<file path="config.mk">
export PLATFORM = sky130hd
export DESIGN_NAME = pipe_ctrl_flat
export DESIGN_NICKNAME = d
export VERILOG_FILES = /design/src/rtl/pipe_ctrl_pkg.sv /design/src/rtl/pipe_ctrl_if.sv /design/src/rtl/pipe_stall_cnt.sv /design/src/rtl/pipe_ctrl.sv /design/src/flat_wrapper.sv
export SDC_FILE = /design/constraint.sdc
export NUM_CORES = 1
export LEC_CHECK = 0
export BUFFER_PORTS_ARGS = -buffer_cell sky130_fd_sc_hd__buf_2
export CORE_MARGIN = 4
export CORE_UTILIZATION = 40
export DETAILED_ROUTE_END_ITERATION = 8
export PLACE_DENSITY = 0.81
export SLEW_MARGIN = 10
export SYNTH_ARGS = -nofsm -noshare
export SYNTH_HDL_FRONTEND = slang
export SYNTH_SLANG_ARGS = --single-unit
export TNS_END_PERCENT = 5
</file>
<file path="constraint.sdc">
create_clock -name clk -period 2.6 [get_ports clk]
set_input_delay 0.13 -clock clk [delete_from_list [all_inputs] [get_ports clk]]
set_output_delay 0.13 -clock clk [all_outputs]
set_load 0.01 [all_outputs]
</file>
<file path="src/rtl/pipe_ctrl_pkg.sv">
// Shared pipeline-control definitions: stall vector layout and canned stall masks.
package pipe_ctrl_pkg;

   localparam int STALL_PC    = 0;
   localparam int STALL_IF    = 1;
   localparam int STALL_ID    = 2;
   localparam int STALL_EX    = 3;
   localparam int STALL_WIDTH = 4;

   localparam logic [STALL_WIDTH-1:0] STALL_ALL = '1;

   // Load-use: freeze the front end and let a bubble fall into EX.
   function automatic logic [STALL_WIDTH-1:0] ld_use_mask();
      logic [STALL_WIDTH-1:0] m;
      m           = '0;
      m[STALL_PC] = 1'b1;
      m[STALL_IF] = 1'b1;
      m[STALL_ID] = 1'b1;
      return m;
   endfunction

endpackage

</file>
<file path="src/rtl/pipe_ctrl_if.sv">
// Hazard/redirect request bundle into the pipeline controller and its stall/flush outputs.
interface pipe_ctrl_if
   import pipe_ctrl_pkg::*;
#(
   parameter int CNT_W = 32
);
   logic                   ex_busy_i;
   logic                   ld_use_i;
   logic                   jump_i;
   logic [31:0]            jump_addr_i;
   logic                   int_req_i;
   logic [31:0]            int_addr_i;
   logic                   halt_req_i;
   logic                   cnt_clr_i;
   logic [STALL_WIDTH-1:0] stall_o;
   logic                   flush_o;
   logic [31:0]            flush_addr_o;
   logic                   int_ack_o;
   logic                   halted_o;
   logic [CNT_W-1:0]       stall_cnt_o;

   modport master (
      output ex_busy_i, ld_use_i, jump_i, jump_addr_i, int_req_i, int_addr_i,
             halt_req_i, cnt_clr_i,
      input  stall_o, flush_o, flush_addr_o, int_ack_o, halted_o, stall_cnt_o
   );

   modport slave (
      input  ex_busy_i, ld_use_i, jump_i, jump_addr_i, int_req_i, int_addr_i,
             halt_req_i, cnt_clr_i,
      output stall_o, flush_o, flush_addr_o, int_ack_o, halted_o, stall_cnt_o
   );
endinterface

</file>
<file path="src/rtl/pipe_stall_cnt.sv">
// Saturating stall-cycle counter; clear beats increment.
module pipe_stall_cnt #(
   parameter int CNT_W = 32
) (
   input  logic             clk,
   input  logic             rst,
   input  logic             inc_i,
   input  logic             clr_i,
   output logic [CNT_W-1:0] cnt_o
);
   logic [CNT_W-1:0] cnt_q, cnt_d;

   always_comb begin
      cnt_d = cnt_q;
      if (clr_i)
         cnt_d = '0;
      else if (inc_i && !(&cnt_q))
         cnt_d = cnt_q + CNT_W'(1);
   end

   always_ff @(posedge clk) begin
      if (rst) cnt_q <= '0;
      else     cnt_q <= cnt_d;
   end

   assign cnt_o = cnt_q;
endmodule

</file>
<file path="src/rtl/pipe_ctrl.sv">
// Pipeline controller: stall vector, flush strobe/target, interrupt accept and debug halt.
module pipe_ctrl
   import pipe_ctrl_pkg::*;
#(
   parameter int FLUSH_CYCLES = 1,
   parameter int CNT_W        = 32
) (
   input logic        clk,
   input logic        rst,
   pipe_ctrl_if.slave bus
);
   localparam int FC_W = (FLUSH_CYCLES > 2) ? $clog2(FLUSH_CYCLES - 1) : 1;
   localparam logic [FC_W-1:0] FC_LOAD = FC_W'((FLUSH_CYCLES > 1) ? FLUSH_CYCLES - 2 : 0);

   typedef enum logic [1:0] {ST_RUN, ST_FLUSH, ST_HALT} state_e;

   state_e           state_q, state_d;
   logic [FC_W-1:0]  fcnt_q, fcnt_d;
   logic [31:0]      tgt_q, tgt_d;

   logic [STALL_WIDTH-1:0] stall;
   logic                   flush, ack, halted;
   logic [31:0]            faddr;
   logic [CNT_W-1:0]       cnt;

   // All outputs stay at their defaults (0) while rst is high.
   always_comb begin
      state_d = state_q;
      fcnt_d  = fcnt_q;
      tgt_d   = tgt_q;
      stall   = '0;
      flush   = 1'b0;
      faddr   = '0;
      ack     = 1'b0;
      halted  = 1'b0;
      if (!rst) begin
         unique case (state_q)
            ST_RUN: begin
               if (bus.ex_busy_i) begin
                  stall = STALL_ALL;
               end else if (bus.jump_i) begin
                  flush = 1'b1;
                  faddr = bus.jump_addr_i;
                  tgt_d = bus.jump_addr_i;
                  if (FLUSH_CYCLES > 1) begin
                     state_d = ST_FLUSH;
                     fcnt_d  = FC_LOAD;
                  end
               end else if (bus.int_req_i) begin
                  flush = 1'b1;
                  ack   = 1'b1;
                  faddr = bus.int_addr_i;
                  tgt_d = bus.int_addr_i;
                  if (FLUSH_CYCLES > 1) begin
                     state_d = ST_FLUSH;
                     fcnt_d  = FC_LOAD;
                  end
               end else if (bus.halt_req_i) begin
                  stall   = STALL_ALL;
                  halted  = 1'b1;
                  state_d = ST_HALT;
               end else if (bus.ld_use_i) begin
                  stall = ld_use_mask();
               end
            end
            ST_FLUSH: begin
               flush = 1'b1;
               faddr = tgt_q;
               if (fcnt_q == '0) state_d = ST_RUN;
               else              fcnt_d  = fcnt_q - FC_W'(1);
            end
            ST_HALT: begin
               stall  = STALL_ALL;
               halted = 1'b1;
               if (!bus.halt_req_i) state_d = ST_RUN;
            end
            default: state_d = ST_RUN;
         endcase
      end
   end

   always_ff @(posedge clk) begin
      if (rst) begin
         state_q <= ST_RUN;
         fcnt_q  <= '0;
         tgt_q   <= '0;
      end else begin
         state_q <= state_d;
         fcnt_q  <= fcnt_d;
         tgt_q   <= tgt_d;
      end
   end

   pipe_stall_cnt #(.CNT_W(CNT_W)) u_stall_cnt (
      .clk   (clk),
      .rst   (rst),
      .inc_i (stall[STALL_PC]),
      .clr_i (bus.cnt_clr_i),
      .cnt_o (cnt)
   );

   assign bus.stall_o      = stall;
   assign bus.flush_o      = flush;
   assign bus.flush_addr_o = faddr;
   assign bus.int_ack_o    = ack;
   assign bus.halted_o     = halted;
   assign bus.stall_cnt_o  = rst ? '0 : cnt;
endmodule

</file>
<file path="src/flat_wrapper.sv">
// flat-port wrapper written by rule: the top's interface ports become plain ports
module pipe_ctrl_flat import pipe_ctrl_pkg::*;
#(
   parameter int FLUSH_CYCLES = 1,
   parameter int CNT_W        = 32
)
  (clk, rst, bus_ex_busy_i, bus_ld_use_i, bus_jump_i, bus_jump_addr_i, bus_int_req_i, bus_int_addr_i, bus_halt_req_i, bus_cnt_clr_i, bus_stall_o, bus_flush_o, bus_flush_addr_o, bus_int_ack_o, bus_halted_o, bus_stall_cnt_o);
  pipe_ctrl_if #(.CNT_W(CNT_W)) bus_i ();
  input logic clk;
  input logic rst;
  input wire logic [$bits(bus_i.ex_busy_i)-1:0] bus_ex_busy_i;
  input wire logic [$bits(bus_i.ld_use_i)-1:0] bus_ld_use_i;
  input wire logic [$bits(bus_i.jump_i)-1:0] bus_jump_i;
  input wire logic [$bits(bus_i.jump_addr_i)-1:0] bus_jump_addr_i;
  input wire logic [$bits(bus_i.int_req_i)-1:0] bus_int_req_i;
  input wire logic [$bits(bus_i.int_addr_i)-1:0] bus_int_addr_i;
  input wire logic [$bits(bus_i.halt_req_i)-1:0] bus_halt_req_i;
  input wire logic [$bits(bus_i.cnt_clr_i)-1:0] bus_cnt_clr_i;
  output wire logic [$bits(bus_i.stall_o)-1:0] bus_stall_o;
  output wire logic [$bits(bus_i.flush_o)-1:0] bus_flush_o;
  output wire logic [$bits(bus_i.flush_addr_o)-1:0] bus_flush_addr_o;
  output wire logic [$bits(bus_i.int_ack_o)-1:0] bus_int_ack_o;
  output wire logic [$bits(bus_i.halted_o)-1:0] bus_halted_o;
  output wire logic [$bits(bus_i.stall_cnt_o)-1:0] bus_stall_cnt_o;
  assign bus_i.ex_busy_i = bus_ex_busy_i;
  assign bus_i.ld_use_i = bus_ld_use_i;
  assign bus_i.jump_i = bus_jump_i;
  assign bus_i.jump_addr_i = bus_jump_addr_i;
  assign bus_i.int_req_i = bus_int_req_i;
  assign bus_i.int_addr_i = bus_int_addr_i;
  assign bus_i.halt_req_i = bus_halt_req_i;
  assign bus_i.cnt_clr_i = bus_cnt_clr_i;
  assign bus_stall_o = bus_i.stall_o;
  assign bus_flush_o = bus_i.flush_o;
  assign bus_flush_addr_o = bus_i.flush_addr_o;
  assign bus_int_ack_o = bus_i.int_ack_o;
  assign bus_halted_o = bus_i.halted_o;
  assign bus_stall_cnt_o = bus_i.stall_cnt_o;
  pipe_ctrl #(.FLUSH_CYCLES(FLUSH_CYCLES), .CNT_W(CNT_W)) u_core (.clk(clk), .rst(rst), .bus(bus_i));
endmodule
</file>
## Word-level counts from Yosys, hierarchy flattened

Index checks and enable logic that the tools add are counted.
Widths: inputs -> output; s select.

- Word-level logic and storage cells: 61
- Output and inout bits: 71
- Input bits: 72
- Flip-flop bits (word level): 67

- Equal/unequal tests: 8
- Reduce and logical (&&, ||, !) cells: 8
- $add $sub $neg: 2
- Bitwise logic cells: 1
- Multiplexer cells: 38

Operator list:

| cell | number |
|---|---|
| $mux 32 | 7 |
| $pmux 32 s2 | 1 |
| $add 32x1->32 const B | 1 |
| $reduce_and 32->1 | 1 |
| $mux 4 | 5 |
| $mux 1 | 14 |
| $mux 2 | 6 |
| $ne 2x2->1 const B | 6 |
| $pmux 4 s2 | 1 |
| $pmux 2 s3 | 1 |
| $reduce_and 6->1 | 1 |
| $pmux 1 s2 | 2 |
| $mux 3 | 1 |
| $reduce_and 3->1 | 1 |
| $eq 2x1->1 const B | 1 |
| $eq 2x2->1 const B | 1 |
| $logic_not 2->1 | 1 |
| $reduce_bool 2->1 | 1 |
| $reduce_or 2->1 | 1 |
| $logic_and 1x1->1 | 1 |
| $logic_not 1->1 | 1 |
| $not 1->1 | 1 |
| $sub 1x1->1 const B | 1 |

## Longest topological paths before layout

Gate-level depths: netlist (run 1).

- Depth in word-level cells: 8
- Mapped depth: 7
- Gate-level depth less buffers: 6

## Modules after synthesis

From an unflattened synthesis (run 1), not the netlist that was laid out.

- Cells, all modules: 333
- Area total of the unflattened synthesis: 2532.4 um2

Modules (own cells, without submodules):

| module | seq. area each (um2) | instances | area an instance (um2) | cells each |
|---|---|---|---|---|
| pipe_stall_cnt | 640.6 | 1 | 1746.7 | 202 |
| pipe_ctrl | 20.0 | 1 | 785.8 | 131 |

## Worst setup path before layout (run 1)

OpenSTA, ideal clock, no wires.

- Path type: register to register
- From: reg u_core.u_stall_cnt.cnt_q[0] (netlist: u_core.u_stall_cnt.cnt_o[0])
- To: reg u_core.u_stall_cnt.cnt_q[22] (netlist: u_core.u_stall_cnt.cnt_o[22])
- Path buffers: 1
- Setup slack: 0.479 ns
- Period minus slack after synthesis: 2.121 ns
- Required time: 2.530 ns
- Arrival: 2.051 ns
- Library setup time: 0.070 ns
- Cell stages (with the launch flop): 8
- Cells stage by stage: dfxtp_1 > ha_1 > and3_1 > nand4_4 > or4_4 > buf_6 > or4_1 > a21oi_1

- Longest elaborated chain between the ends: 3
- Elaborated cells on any way between the ends: 4
- Classes of those cells: add/sub (1); reduce/logical (3)

Ends and longest elaborated chain:

| item | RTL line | text |
|---|---|---|
| from (decl) | pipe_stall_cnt.sv:11 | `logic [CNT_W-1:0] cnt_q, cnt_d;` |
| from (signal assigned) | pipe_stall_cnt.sv:23 | `else cnt_q <= cnt_d;` |
| branches (longest 3 deep; another with $add 32x1->32) | -- |  |

Several ways; the timed one is not identified.
A chain may end at the register's enable or synchronous reset.

## Final worst setup path (run 1)

Ends and elaborated chain as after synthesis.

==> results of run 1 <==
## stage by stage
step           area [um2]  instances  utilization (%)  hold WS, ns  total power, mW
2_1_floorplan        2500        327                -        0.278            0.606
3_3_place_gp         3240        523             54.1        0.405            0.700
3_5_place_dp         3240        523             54.1        0.425            0.703
4_1_cts              3320        531             55.4        0.124             1.07
5_1_grt              3330        533             55.5        0.134             1.11
6_report             3330        533             55.5        0.139             1.07
## state kept, by name, summed over array words and instances (netlist names)
signal and cells:
u_core.u_stall_cnt.cnt_o 32, u_core.state_q 1
## cell usage in the layout (no fill, tap or decap), types with 2 or more instances in the layout
cell type,n
a31o_2,2
clkbuf_8,5
nor2_1,18
inv_1,7
nor3_1,6
o31a_1,2
dfxtp_1,33
nand3_1,18
a41o_1,2
a21oi_1,20
o21ai_0,4
o21a_1,2
buf_4,8
nand4_1,10
o31ai_1,12
diode_2,2
a31oi_1,5
clkinv_2,2
or4_1,11
and4_1,5
nor4_1,9
and2_1,5
nor2b_1,27
nor4b_1,2
or2_2,3
mux2i_1,6
buf_2,142
and3_1,9
a22o_1,32
or3_1,11
nand2_1,25
## layout make-up
class	count	area [um2]
diodes	2	5.00
clock buffers	6	72.6
clock inverters	2	10.0
fillers	567	2670
inverters	7	26.3
multi-input cells	258	1690
flip-flops and latches	33	661
well taps	75	93.8
repair buffers	150	771
## critical path: stages, from the launching register on
cell and delay (ns):
dfxtp_1 0.40, ha_1 0.22, and3_1 0.29, nand4_4 0.14
or4_4 0.51, or4_1 0.49, a21oi_1 0.14
## routing by layer
metal | vias to the layer above | global-route usage (%) | part of all wire (%) | wire length [um]
met1 | 1445 | 28.2 | 39 | 3570
met2 | 136 | 42.1 | 52 | 4810
met4 | 0 | 7.08 | 1.6 | 150
met3 | 10 | 5.58 | 7.5 | 696
met5 | - | 0 | 0 | 0
li1 | 1501 | - | - | -
## where the power goes
| group | switching [mW] | internal [mW] |
|---|---|---|
| clock | 0.193 | 0.185 |
| combinational | 0.101 | 0.0845 |
| sequential | 0.00136 | 0.506 |
## cells by family (layout without fill, tap and decap cells)
kind of cell	count (synthesis)	after routing	synth area share, %
muxes	7	7	2.86
adders and majority gates	1	1	0.501
AOI/OAI and AO/OA	87	87	25.8
and+or+nand+nor	163	163	37.8
other	0	2	0
DFF	33	33	26.5
buffers and inverters	36	165	6.61
## worst min-delay path by stage
stage / startpoint / endpoint / slack (ns) / cells after the start
floorplan: bus_halt_req_i / u_core.state_q[1] / 0.28 / 1
global placement: bus_halt_req_i / u_core.state_q[1] / 0.40 / 2
global route: bus_halt_req_i / u_core.state_q[1] / 0.13 / 2
detailed placement: bus_halt_req_i / u_core.state_q[1] / 0.43 / 2
finish: bus_halt_req_i / u_core.state_q[1] / 0.14 / 2
CTS: bus_halt_req_i / u_core.state_q[1] / 0.12 / 2
==> run summary, run 1 <==
HP Class = primary input to register
final hold violation count = 0
Synth cell types = 43
Register-to-Register Path Depth = 6
post-CTS setup repair buffer count = 0
CTS Root Cell = clkbuf_8
# H-tree levels = 2
VDD IR-drop max = 0.000203 V
Net Count, Synth = 400
first-pass GRT wire length = 14.1 mm
top-level port count = 143
sequential fraction of the synthesis area = 26.5%
share of cells above drive strength 1 = 36.8%
CTS sink cnt = 33
fin nets = 528
CP required = 2.81 ns
fmax = 441 MHz
core area = 5990 um2
DRC Markers = 0
clk_skew = 0.0101 ns
first-iteration detailed-routing DRC count = 222
Worst slew margin = 56.4%
number of synthesized flops with an enable pin = 0
Leak Pwr = 1.53 nW
DP Worst Slack = 0.369 ns
Clock Latency Late Sink = 0.29 ns
Total GRT Usage = 23.7%
ys async rst share = 0%
status = completed
largest cells by area after synthesis = dfxtp_1 (26%), a22o_1 (11%), nor2b_1 (6.8%), a21oi_1 (4.0%), nand2_1 (3.8%)
WL/cell = 17.3 um
synthesized area = 2500 um2
largest area contributor in the netlist = dfxtp_1
TritonCTS clock tree = done
RSZ-0062 raised after global routing = false
ys flop type = dfxtp_1
Port Buf Inserts = 142
Post-CTS Resized = 0
Yosys warnings = 0
GRT overflow = 0
R2R Path Start = u_core.u_stall_cnt.cnt_o[0]
RePlAce Congestion = 0.937
commonest cells in the netlist = dfxtp_1 (33), a22o_1 (32), nor2b_1 (27)
Yosys reg bits = 33
pin count of the biggest net entering global routing = 34
Crit Path Category = register to register
period utilization = 87.1%
# rows = 28
Worst setup EP type = register
Final Critical Period = 2.27 ns
Detail Route Antenna Nets = 0
total iterations of the first detailed-routing run = 5
Mapped Avg Cell Area = 7.64 um2
initial antenna violation count = 2
Cell Pwr Density = 322 nW/um2
most frequent cell after synthesis = dfxtp_1
final worst setup slack = 0.335 ns
Worst R2R End = u_core.u_stall_cnt.cnt_o[22]
die extent in x = 87.0 um
vias in the first global route = 2829
crit path from = u_core.u_stall_cnt.cnt_o[0]
clock-pin slew on the worst setup and hold paths = 0.07 ns
MaxCap Viol Count = 0
final wirelength = 9.22 mm
CP arrival = 2.48 ns
Least-Margin Pin Slew = 0.648 ns
Setup crit start kind = register
die area = 7570 um2
Bufs on Longest Clock Path = 2
Synth top area share = 26.5%
final setup TNS = 0 ns
hold buffer count at cts = 0
vias per cell = 5.80
chip height = 87.0 um
Vias = 3092
synthesized instance count = 327
critical path peak fanout = 9
Worst R2R Setup Slack = 0.33 ns
P&R area growth vs syn = 33.2%
crit path capture = u_core.u_stall_cnt.cnt_o[22]
Setup violations, final = 0
pins over their slew limit = 0
number of buffers created by CTS = 5
dpl hpwl = 7.24 mm
initial core utilization = 41.7%
Power figures use the tool's default switching activity.
==> run 2, diff against run 1 <==
PLACE_DENSITY = not set   (was 0.81)
PLACE_DENSITY_LB_ADDON = 0.2   (was not set)
==> run summary, run 2 (same netlist as run 1, synthesis figures left out) <==
status = completed
# rows = 28 (unchanged)
P&R area growth vs syn = 34.3%
first-pass GRT wire length = 13.6 mm (-3.8%)
vias per cell = 5.68 (-2.1%)
Crit-path slowest cell = or4_4
CP arrival = 2.49 ns (about the same)
WL/cell = 16.0 um (-7.5%)
max FFs per register = 32 (unchanged)
CTS Root Cell = clkbuf_8
CTS sink cnt = 33 (unchanged)
CP cell instances = ha_1 > and3_1 > nand4_4 > or4_4 > or4_1 > a21oi_1
RePlAce Congestion = 0.894 (-4.6%)
initial core utilization = 41.7% (unchanged)
die area = 7570 um2 (unchanged)
final hold violation count = 0 (unchanged)
HP Class = primary input to register
share of cells above drive strength 1 = 37.6% (+0.77 points)
chip height = 87.0 um (unchanged)
fmax = 442 MHz (+0.11%)
clock-pin slew on the worst setup and hold paths = 0.07 ns (about the same)
Post-CTS Resized = 0 (unchanged)
most frequent cells in the layout = buf_2 (142), dfxtp_1 (33), a22o_1 (32)
Setup crit start kind = register
Clock Latency Late Sink = 0.29 ns (about the same)
PnR Total Power = 1.08 mW (+1.1%)
post-CTS setup repair buffer count = 0 (unchanged)
period utilization = 87.0% (-0.093 points)
TritonCTS clock tree = done
Worst R2R Setup Slack = 0.34 ns (about the same)
Bufs on Longest Clock Path = 2 (unchanged)
RSZ-0062 raised after global routing = false
Crit Path Category = register to register
hold buffer count at cts = 0 (unchanged)
post-route cell area = 3350 um2 (+0.87%)
vias in the first global route = 2900 (+2.5%)
ANT cells = 0 (-2)
Port Buf Inserts = 142 (unchanged)
final wirelength = 8.56 mm (-7.2%)
total iterations of the first detailed-routing run = 4 (-1)
Reg area = 661 um2 (unchanged)
area occupied by multi-input gates = 1690 um2 (unchanged)
Cell Pwr Density = 323 nW/um2 (+0.20%)
Detail Route Antenna Nets = 0 (unchanged)
number of buffers created by CTS = 5 (unchanged)
top-level port count = 143 (unchanged)
Worst setup EP type = register
CP required = 2.82 ns (about the same)
clk_skew = 0.00637 ns (-0.00377 ns)
dpl hpwl = 6.67 mm (-7.9%)
GRT overflow = 0 (unchanged)
Vias = 3039 (-1.7%)
VDD IR-drop max = 0.000160 V (-21%)
MaxCap Viol Count = 0 (unchanged)
Least-Margin Pin Slew = 0.616 ns (-0.0316 ns)
Final Critical Period = 2.26 ns (-0.00242 ns)
die extent in x = 87.0 um (unchanged)
core area = 5990 um2 (unchanged)
Leak Pwr = 1.55 nW (+1.2%)
Worst slew margin = 58.5% (+2.1 points)
CP max stage delay = 0.51 ns (about the same)
# H-tree levels = 2 (unchanged)
pins over their slew limit = 0 (unchanged)
final setup TNS = 0 ns (unchanged)
first-iteration detailed-routing DRC count = 232 (+4.5%)
dpl cell area = 3270 um2 (+0.93%)
critical path peak fanout = 9 (unchanged)
Total GRT Usage = 22.3% (-1.4 points)
initial antenna violation count = 0 (-2)
fillers = 579 (+2.1%)
commonest non-fill, non-tap cell in the layout = buf_2
DRC Markers = 0 (unchanged)
fin nets = 532 (+0.76%)
pin count of the biggest net entering global routing = 34 (unchanged)
Setup violations, final = 0 (unchanged)
==> run 2: cell types whose count changed in the layout (fill, tap and decap cells not counted), sizes merged <==
cell,previous run,this run
buf,150,154
clkbuf,6,5
clkinvlp,0,1
diode,2,0
==> run 2: worst max-delay path: cells and delay by family, from the launching register on <==
family | cells | cell delay [ns]
fa+ha+maj | 1 | 0.21
flops | 1 | 0.41
simple gates | 4 | 1.43
compound gates | 1 | 0.14
==> run 2: final timing paths <==
path,startpoint,endpoint,cells after the start
hold / removal,bus_halt_req_i,u_core.state_q[1],2
setup / recovery,u_core.u_stall_cnt.cnt_o[0],u_core.u_stall_cnt.cnt_o[22],6
hold reg to reg,u_core.u_stall_cnt.cnt_o[27],u_core.u_stall_cnt.cnt_o[27],2
setup reg to reg,u_core.u_stall_cnt.cnt_o[0],u_core.u_stall_cnt.cnt_o[22],6
==> run 2: metrics by stage <==
stage | util (%) | hold WS (ns) | std cells | setup WS, ns
5_1_grt | 56.0 | 0.143 | 535 | 0.221
3_5_place_dp | 54.6 | 0.446 | 527 | 0.395
4_1_cts | 56.0 | 0.134 | 535 | 0.358
3_3_place_gp | 54.6 | 0.424 | 527 | 0.445
2_1_floorplan | - | 0.278 | 327 | 0.479
6_report | 56.0 | 0.137 | 535 | 0.337
==> run 2: cell type report <==
cell class              instances  area share (%)
multi-input cells             258            50.3
repair buffers                154            23.9
inverters                       7           0.783
clock buffers                   5            2.05
well taps                      75            2.80
flip-flops and latches         33            19.7
clock inverters                 3           0.522
==> run 2: layer usage <==
layer	track usage [%]	vias up	share of wire, %	wire length, um
met5	0	-	0	0
met4	7.37	0	1.8	150
met3	3.69	11	6.4	545
met2	37.5	113	49	4180
met1	28.8	1408	43	3690
li1	-	1507	-	-
==> run 2: where the power goes <==
group	switching [mW]	internal, mW
combinational	0.102	0.0865
sequential	0.00143	0.506
clock	0.202	0.185
